`src/rtl/vga_timing_gen_if.sv`:
```
`default_nettype none
// ============================================================================
// Module      : vga_timing_gen_if
// Description : Renderer-facing raster bus and board VGA pins of vga_timing_gen.
// Revision    : 1.0 - initial release
// ============================================================================
interface vga_timing_gen_if #(
    parameter int CNT_W   = 10,
    parameter int COLOR_W = 12
);
    logic [COLOR_W-1:0]   color;
    logic                 p_tick;
    logic [CNT_W-1:0]     x_pos;
    logic [CNT_W-1:0]     y_pos;
    logic                 active;
    logic                 line_start;
    logic                 frame_start;
    logic                 Hsync;
    logic                 Vsync;
    logic [COLOR_W/3-1:0] vgaRed;
    logic [COLOR_W/3-1:0] vgaGreen;
    logic [COLOR_W/3-1:0] vgaBlue;

    // Master is the timing generator; slave is the renderer plus pin side.
    modport master (
        input  color,
        output p_tick, x_pos, y_pos, active, line_start, frame_start,
        output Hsync, Vsync, vgaRed, vgaGreen, vgaBlue
    );

    modport slave (
        output color,
        input  p_tick, x_pos, y_pos, active, line_start, frame_start,
        input  Hsync, Vsync, vgaRed, vgaGreen, vgaBlue
    );
endinterface
`default_nettype wire

```
`src/rtl/vga_timing_gen.sv`:
```
`default_nettype none
// ============================================================================
// Module      : vga_timing_gen
// Description : Parametrised VGA raster timing generator with pixel enable,
//               configurable-polarity sync and blanked, registered colour.
// Revision    : 1.0 - initial release
// ============================================================================
module vga_timing_gen #(
    parameter int CLK_DIV   = 4,
    parameter int H_DISPLAY = 640,
    parameter int H_FP      = 16,
    parameter int H_PW      = 96,
    parameter int H_BP      = 48,
    parameter int V_DISPLAY = 480,
    parameter int V_FP      = 10,
    parameter int V_PW      = 2,
    parameter int V_BP      = 33,
    parameter bit H_POL     = 1'b0,
    parameter bit V_POL     = 1'b0,
    parameter int COLOR_W   = 12,
    parameter int CNT_W     = 10
) (
    input  wire logic        clk,
    input  wire logic        rst,
    vga_timing_gen_if.master bus
);

    localparam int c_H_TOTAL = H_DISPLAY + H_FP + H_PW + H_BP;
    localparam int c_V_TOTAL = V_DISPLAY + V_FP + V_PW + V_BP;
    localparam int c_CW      = COLOR_W / 3;

    localparam logic [CNT_W-1:0] c_H_LAST   = CNT_W'(c_H_TOTAL - 1);
    localparam logic [CNT_W-1:0] c_V_LAST   = CNT_W'(c_V_TOTAL - 1);
    localparam logic [CNT_W-1:0] c_H_DISP   = CNT_W'(H_DISPLAY);
    localparam logic [CNT_W-1:0] c_V_DISP   = CNT_W'(V_DISPLAY);
    localparam logic [CNT_W-1:0] c_HS_START = CNT_W'(H_DISPLAY + H_FP);
    localparam logic [CNT_W-1:0] c_HS_END   = CNT_W'(H_DISPLAY + H_FP + H_PW);
    localparam logic [CNT_W-1:0] c_VS_START = CNT_W'(V_DISPLAY + V_FP);
    localparam logic [CNT_W-1:0] c_VS_END   = CNT_W'(V_DISPLAY + V_FP + V_PW);

    // Sync-region end bounds are compared at CNT_W, so they must not wrap.
    generate
        if (CLK_DIV < 1 || (COLOR_W % 3) != 0 || COLOR_W < 3 ||
            H_DISPLAY < 1 || V_DISPLAY < 1 ||
            (H_DISPLAY + H_FP + H_PW) >= (1 << CNT_W) ||
            (V_DISPLAY + V_FP + V_PW) >= (1 << CNT_W) ||
            c_H_TOTAL > (1 << CNT_W) || c_V_TOTAL > (1 << CNT_W)) begin : g_bad_params
            $error("vga_timing_gen: illegal parameter combination");
        end
    endgenerate

    logic                 w_p_tick;
    logic [CNT_W-1:0]     r_x;
    logic [CNT_W-1:0]     r_y;
    logic                 r_hsync;
    logic                 r_vsync;
    logic [COLOR_W-1:0]   r_rgb;
    logic                 w_active;
    logic                 w_line_start;
    logic                 w_h_sync_region;
    logic                 w_v_sync_region;

    // ------------------------------------------------------------------------
    // Pixel clock-enable
    // ------------------------------------------------------------------------
    generate
        if (CLK_DIV == 1) begin : g_div_bypass
            assign w_p_tick = 1'b1;
        end else begin : g_div_count
            localparam int c_DIV_W = $clog2(CLK_DIV);
            localparam logic [c_DIV_W-1:0] c_DIV_LAST = c_DIV_W'(CLK_DIV - 1);

            logic [c_DIV_W-1:0] r_div;

            always_ff @(posedge clk or posedge rst) begin
                if (rst) begin
                    r_div <= '0;
                end else if (r_div == c_DIV_LAST) begin
                    r_div <= '0;
                end else begin
                    r_div <= r_div + c_DIV_W'(1);
                end
            end

            assign w_p_tick = (r_div == c_DIV_LAST);
        end
    endgenerate

    // ------------------------------------------------------------------------
    // Raster counters
    // ------------------------------------------------------------------------
    always_ff @(posedge clk or posedge rst) begin
        if (rst) begin
            r_x <= '0;
            r_y <= '0;
        end else if (w_p_tick) begin
            if (r_x == c_H_LAST) begin
                r_x <= '0;
                if (r_y == c_V_LAST) begin
                    r_y <= '0;
                end else begin
                    r_y <= r_y + CNT_W'(1);
                end
            end else begin
                r_x <= r_x + CNT_W'(1);
            end
        end
    end

    // ------------------------------------------------------------------------
    // Status decode
    // ------------------------------------------------------------------------
    assign w_active        = (r_x < c_H_DISP) && (r_y < c_V_DISP);
    assign w_line_start    = w_p_tick && (r_x == '0);
    assign w_h_sync_region = (r_x >= c_HS_START) && (r_x < c_HS_END);
    assign w_v_sync_region = (r_y >= c_VS_START) && (r_y < c_VS_END);

    // ------------------------------------------------------------------------
    // Pixel outputs: one pixel period behind the counters, mutually aligned
    // ------------------------------------------------------------------------
    always_ff @(posedge clk or posedge rst) begin
        if (rst) begin
            r_hsync <= ~H_POL;
            r_vsync <= ~V_POL;
            r_rgb   <= '0;
        end else if (w_p_tick) begin
            r_hsync <= w_h_sync_region ? H_POL : ~H_POL;
            r_vsync <= w_v_sync_region ? V_POL : ~V_POL;
            r_rgb   <= w_active ? bus.color : '0;
        end
    end

    assign bus.p_tick      = w_p_tick;
    assign bus.x_pos       = r_x;
    assign bus.y_pos       = r_y;
    assign bus.active      = w_active;
    assign bus.line_start  = w_line_start;
    assign bus.frame_start = w_line_start && (r_y == '0);
    assign bus.Hsync       = r_hsync;
    assign bus.Vsync       = r_vsync;
    assign bus.vgaRed      = r_rgb[COLOR_W-1 -: c_CW];
    assign bus.vgaGreen    = r_rgb[COLOR_W-c_CW-1 -: c_CW];
    assign bus.vgaBlue     = r_rgb[c_CW-1:0];

endmodule
`default_nettype wire

```
`src/flat_wrapper.sv`:
```
// flat-port wrapper written by rule: the top's interface ports become plain ports
module vga_timing_gen_flat 
#(
    parameter int CLK_DIV   = 4,
    parameter int H_DISPLAY = 640,
    parameter int H_FP      = 16,
    parameter int H_PW      = 96,
    parameter int H_BP      = 48,
    parameter int V_DISPLAY = 480,
    parameter int V_FP      = 10,
    parameter int V_PW      = 2,
    parameter int V_BP      = 33,
    parameter bit H_POL     = 1'b0,
    parameter bit V_POL     = 1'b0,
    parameter int COLOR_W   = 12,
    parameter int CNT_W     = 10
)
  (clk, rst, bus_color, bus_p_tick, bus_x_pos, bus_y_pos, bus_active, bus_line_start, bus_frame_start, bus_Hsync, bus_Vsync, bus_vgaRed, bus_vgaGreen, bus_vgaBlue);
  vga_timing_gen_if #(.CNT_W(CNT_W), .COLOR_W(COLOR_W)) bus_i ();
  input  wire logic clk;
  input  wire logic rst;
  input wire logic [$bits(bus_i.color)-1:0] bus_color;
  output wire logic [$bits(bus_i.p_tick)-1:0] bus_p_tick;
  output wire logic [$bits(bus_i.x_pos)-1:0] bus_x_pos;
  output wire logic [$bits(bus_i.y_pos)-1:0] bus_y_pos;
  output wire logic [$bits(bus_i.active)-1:0] bus_active;
  output wire logic [$bits(bus_i.line_start)-1:0] bus_line_start;
  output wire logic [$bits(bus_i.frame_start)-1:0] bus_frame_start;
  output wire logic [$bits(bus_i.Hsync)-1:0] bus_Hsync;
  output wire logic [$bits(bus_i.Vsync)-1:0] bus_Vsync;
  output wire logic [$bits(bus_i.vgaRed)-1:0] bus_vgaRed;
  output wire logic [$bits(bus_i.vgaGreen)-1:0] bus_vgaGreen;
  output wire logic [$bits(bus_i.vgaBlue)-1:0] bus_vgaBlue;
  assign bus_i.color = bus_color;
  assign bus_p_tick = bus_i.p_tick;
  assign bus_x_pos = bus_i.x_pos;
  assign bus_y_pos = bus_i.y_pos;
  assign bus_active = bus_i.active;
  assign bus_line_start = bus_i.line_start;
  assign bus_frame_start = bus_i.frame_start;
  assign bus_Hsync = bus_i.Hsync;
  assign bus_Vsync = bus_i.Vsync;
  assign bus_vgaRed = bus_i.vgaRed;
  assign bus_vgaGreen = bus_i.vgaGreen;
  assign bus_vgaBlue = bus_i.vgaBlue;
  vga_timing_gen #(.CLK_DIV(CLK_DIV), .H_DISPLAY(H_DISPLAY), .H_FP(H_FP), .H_PW(H_PW), .H_BP(H_BP), .V_DISPLAY(V_DISPLAY), .V_FP(V_FP), .V_PW(V_PW), .V_BP(V_BP), .H_POL(H_POL), .V_POL(V_POL), .COLOR_W(COLOR_W), .CNT_W(CNT_W)) u_core (.clk(clk), .rst(rst), .bus(bus_i));
endmodule
```
`config.mk`:
```
export PLATFORM = sky130hd
export DESIGN_NAME = vga_timing_gen_flat
export DESIGN_NICKNAME = d
export VERILOG_FILES = /design/src/rtl/vga_timing_gen_if.sv /design/src/rtl/vga_timing_gen.sv /design/src/flat_wrapper.sv
export SDC_FILE = /design/constraint.sdc
export NUM_CORES = 1
export LEC_CHECK = 0
export BUFFER_PORTS_ARGS = -buffer_cell sky130_fd_sc_hd__clkbuf_2
export CAP_MARGIN = 20
export CORE_MARGIN = 2
export CORE_UTILIZATION = 51
export CTS_CLUSTER_SIZE = 8
export DETAILED_ROUTE_END_ITERATION = 16
export PLACE_DENSITY = 0.79
export RECOVER_POWER = 50
export SETUP_SLACK_MARGIN = 0.15
export SLEW_MARGIN = 10
export SYNTH_ARGS = -nofsm -noshare
export SYNTH_HDL_FRONTEND = slang
export SYNTH_SLANG_ARGS = --single-unit
```
`constraint.sdc`:
```
create_clock -name clk -period 1.85 [get_ports clk]
set_input_delay 0.555 -clock clk [delete_from_list [all_inputs] [get_ports clk]]
set_output_delay 0.555 -clock clk [all_outputs]
set_load 0.02 [all_outputs]
```
==> Word-level counts from Yosys, hierarchy flattened <==
Index checks and enable logic that the tools add are counted.
{ "op_classes": {"multipliers": 0, "n_lt_le_gt_ge": 6, "eq_ne": 3, "bitwise_logic": 0, "reduce_logical": 8, "n_shift": 0, "add_sub_neg": 3, "n_mux": 6, "div": 0} }
{ "ops": {"columns": ["cell", "count"], "rows": [
  ["$add 10x1->10 const B", 2],
  ["$eq 10x10->1 const B", 2],
  ["$logic_not 10->1", 2],
  ["$lt 10x10->1 const B", 2],
  ["$lt 10x9->1 const B", 2],
  ["$mux 10", 2],
  ["$mux 12", 1],
  ["$ge 10x10->1 const B", 1],
  ["$ge 10x9->1 const B", 1],
  ["$logic_and 1x1->1", 5],
  ["$add 2x1->2 const B", 1],
  ["$eq 2x2->1 const B", 1],
  ["$mux 1", 2],
  ["$mux 2", 1],
  ["$reduce_and 2->1", 1]
]} }
{ "word_totals": {"output_inout_bits": 38, "input_bits": 14, "reg_bits": 36, "mem_bits_rw": 0, "memories": 0, "romBits": 0, "latch_bits": 0, "elab_cells": 32} }

==> Depth between registers and ports, before layout <==
{ "logic_depth": {"ltp_word": 3, "mapped_depth": 6, "mapped_depth_nobuf": 6} }

==> Worst setup path before layout <==
OpenSTA, ideal clock, no wires.
{ "synth_timing": {"path_type": "flip-flop to output port", "start": "reg u_core.g_div_count.r_div[0]", "end": "out bus_frame_start", "path_buffers": 0, "path_stages_with_launch": 6, "arrival_ns": 2.328, "required_time_ns": 1.295, "setup_slack_ns": -1.033, "cell_sequence": "dfrtp_1 -> ha_1 -> nor2b_1 -> nand3_1 -> nor4b_1 -> nor4b_2"} }
{ "synth_between": {"elab_chain_len": 3} }
{ "synth_rtl": {"columns": ["element", "line_no", "text"], "rows": [
  ["start, declared", "vga_timing_gen.sv:73", "logic [c_DIV_W-1:0] r_div;"],
  ["start signal, assigned", "vga_timing_gen.sv:81", "r_div <= r_div + c_DIV_W'(1);"],
  ["$eq 2x2->1", "vga_timing_gen.sv:85", "assign w_p_tick = (r_div == c_DIV_LAST);"],
  ["net bus_p_tick", "flat_wrapper.sv:23", "output wire logic [$bits(bus_i.p_tick)-1:0] bus_p_tick;"],
  ["$logic_and 1x1->1", "vga_timing_gen.sv:114", "assign w_line_start = w_p_tick && (r_x == '0);"],
  ["net bus_line_start", "flat_wrapper.sv:27", "output wire logic [$bits(bus_i.line_start)-1:0] bus_line_start;"],
  ["$logic_and 1x1->1", "vga_timing_gen.sv:138", "assign bus.frame_start = w_line_start && (r_y == '0);"],
  ["end, declared", "flat_wrapper.sv:28", "output wire logic [$bits(bus_i.frame_start)-1:0] bus_frame_start;"]
]} }
The timed path passes the listed nets, and every way through them passes these cells.

==> Worst setup path after layout <==
{ "layout_timing": {"start": "reg u_core.g_div_count.r_div[0]", "end": "out bus_frame_start"} }
{ "layout_between": {"elab_chain_len": 3} }
{ "layout_rtl": {"columns": ["element", "line_no"], "rows": [
  ["$eq 2x2->1", "vga_timing_gen.sv:85"],
  ["$logic_and 1x1->1", "vga_timing_gen.sv:114"],
  ["$logic_and 1x1->1", "vga_timing_gen.sv:138"]
]} }
No other way between the ends.

==> impl_metrics.toml <==
[power]
p_int_w = 0.001109
swShare = 0.2138
total_power_w = 0.001411
powerDensity_nw_per_um2 = 559.1
p_switching_w = 0.0003016
p_seq_frac = 0.572
p_comb_frac = 0.052
ir_drop_v = 0.0004054
leakagePower_nw = 1.249
p_clk_frac = 0.377

[layout]
final_net_count = 285
drive_gt1_frac = 0.4345
fill_cells = 261
antenna_cells = 0
layout_commonest_cell = "clkbuf_2"
mostFrequentLayoutCells = "clkbuf_2 (48), dfrtp_1 (28), buf_4 (25)"
synthToLayoutAreaGrowth_pct = 39.78

[sta]
worst_slack_ps = -462.6
worst_hold_slack_ps = 429.7
max_freq_ghz = 0.4324
fin_crit_ps = 2313
setup_viol = 4
hold_viol = 0
fin_skew_ps = 6.369
min_period_over_period = 1.250
fin_setup_tns_ps = -1025
worst_pin_slew_ps = 845.0
slew_violations = 0
relSlewSlack = 0.4367
rsz0062_at_grt = "yes"

[global_route]
antenna_found_initial = 0
gr-usage-met1 = 0.2923
grt_pass1_vias = 1557
overflow = 0
grt_pass1_wl_um = 7051
use_met2 = 0.3645
grt_max_degree = 41
met3_usage = 0.06607
grt_usage = 0.2224
busiest_layer = "met2"

[place]
place.gp.congestion = 0.8762
io_buffers = 51
hpwl_um = 3046
pre_cts_slack_ps = -113.0

[detailed_routing]
drc_errors = 0
wirelength_um = 4168
via_per_inst = 5.278
drt-pass1-iter-count = 4
antenna_left = 0
wl_per_cell_um = 13.32
vias = 1652
drt_iter0_drc = 91

[setup_path]
worst_r2r_path_depth = 5
crit_chain = "ha_4 > nor2b_4 > nand3_2 > nor4b_4 > nor4b_4 > clkbuf_8"
slowest_stage = "dfrtp_1"
critPathRequiredTime_ps = 1290
reg2reg_from = "u_core.g_div_count.r_div[0]"
ff2ff_setup_slack_ps = 130
cp.arrival_ps = 1760
crit_top_cell = "nor4b_4"
crit_type = "reg -> out"
cp_max_fo = 2
cp_top_family = "simple AND/OR/NAND/NOR gates"
r2r_end = "u_core.bus.x_pos[8]"
worst-path-buf-inv = 1
critPathMaxStageDelay_ps = 390
endpoint_kind = "primary output"
start_kind = "register"

[clocking]
clkTransAtPathRegs_ps = 110
cts.sinks = 36
numCtsBuffers = 5
htreeDepth = 2
cts_root_buf = "clkbuf_4"
cts_max_path_buffers = 2
insertion_delay_ps = 330
cts_tree = "built"

[run_status]
violations = "negative setup slack"
status = "finished with violations"

[synth]
syn_area_per_cell_sq_um = 9.759
synth_cell_types = 38
syn_area_sq_um = 1805
yosys_warnings = 0
synth_edf_count = 0
yosys_register_bits = 36
syn_inst = 185
async_flop_share = 1.000
synth_flop_cell = "dfrtp_1"
ys_seq_area_frac = 0.5003
syn_nets = 204

[floorplan]
rows = 21
die_width_um = 63.50
io-pin-count = 52
die_area_sq_um = 4032
start_util = 0.5368
die_y_um = 63.50
core_area_sq_um = 3363

[run]
drv_cap = 0

[min_path]
hold_path.class = "in -> async"
-- sequential cells by signal (all words and copies together) (netlist names) --
signal	flops
u_core.bus.x_pos	10
u_core.bus.Vsync	1
u_core.bus.y_pos	10
u_core.r_rgb	12
u_core.bus.Hsync	1
u_core.g_div_count.r_div	2
-- area by class of cell --
cell class              count  area (sq um)  share of cell area
repair buffers             82         533.0              0.2112
well taps                  46         57.56             0.02281
clock inverters             2         35.03             0.01388
flip-flops and latches     36         910.9              0.3609
inverters                  18         67.56             0.02677
multi-input cells         123         878.3              0.3480
clock buffers               6         41.29             0.01636
-- synth_stat cells (4+ instances only) --
cell	number	area, sq um
xor2_1	4	35.03
dfrtp_1	34	850.8
inv_1	18	67.56
nand2_1	24	90.09
a21oi_1	4	20.02
nor2_1	9	33.78
o22ai_1	13	81.33
nor3_1	5	25.02
nand4_1	4	25.02
and3_1	6	37.54
clkbuf_1	5	18.77
nand3_1	6	30.03
ha_1	5	62.56
o21ai_0	11	55.05
-- per-stage QoR --
step,util,instance area (sq um),std cells
2_1_floorplan,-,1869,185
3_3_place_gp,0.6987,2350,303
3_5_place_dp,0.6987,2350,303
4_1_cts,0.7366,2477,311
5_1_grt,0.7504,2524,313
6_report,0.7504,2524,313
-- kinds of logic (layout without fill, tap and decap cells) --
logic type	count (synthesis)	in the layout	synth area share
AO/OA/AOI/OAI	37	37	0.1240
XOR/XNOR	7	7	0.03396
adder cells (fa/ha/maj)	5	5	0.03465
buffers and inverters	26	108	0.06306
flip-flops	36	36	0.5003
multiplexers	1	1	0.006237
AND/OR/NAND/NOR	73	73	0.2377
-- how the worst max path moves through the flow --
| stage | from | to | slack [ps] | cells past startpoint |
|---|---|---|---|---|
| 2_1_floorplan | u_core.g_div_count.r_div[0] | bus_frame_start | -280 | 5 |
| 3_3_place_gp | u_core.g_div_count.r_div[0] | bus_frame_start | -120 | 6 |
| 3_5_place_dp | u_core.bus.x_pos[5] | bus_frame_start | -110 | 5 |
| 4_1_cts | u_core.g_div_count.r_div[1] | bus_frame_start | -480 | 6 |
| 5_1_grt | u_core.g_div_count.r_div[0] | bus_frame_start | -570 | 6 |
| 6_report | u_core.g_div_count.r_div[0] | bus_frame_start | -460 | 6 |
-- tightest hold or removal path, stage by stage --
cell and delay [ps]:
clkbuf_2 80, inv_1 40, clkbuf_2 640
-- metal layers --
| metal | up-vias | share of wire |
|---|---|---|
| met5 | - | 0 |
| met4 | 0 | 0.0036 |
| met3 | 2 | 0.059 |
| met2 | 49 | 0.49 |
| met1 | 785 | 0.45 |
| li1 | 816 | - |
-- repair_timing --
action	CTS	global route
setup endpoints to repair	13	18
pin swaps	4	3
hold buffers	0	0
gates resized for setup	14	13
setup buffers	0	2
gates cloned	0	0
-- power groups by stage --
stage	Sequential [W]	Combinational, W	Clock [W]
after floorplan	0.000839	0.0000233	0
after global placement	0.000821	0.0000743	0
after detailed placement	0.000822	0.0000753	0
after CTS	0.000807	0.0000758	0.000538
after global routing	0.000808	0.0000816	0.000577
final	0.000806	0.0000730	0.000532
Power figures use the tool's default switching activity.
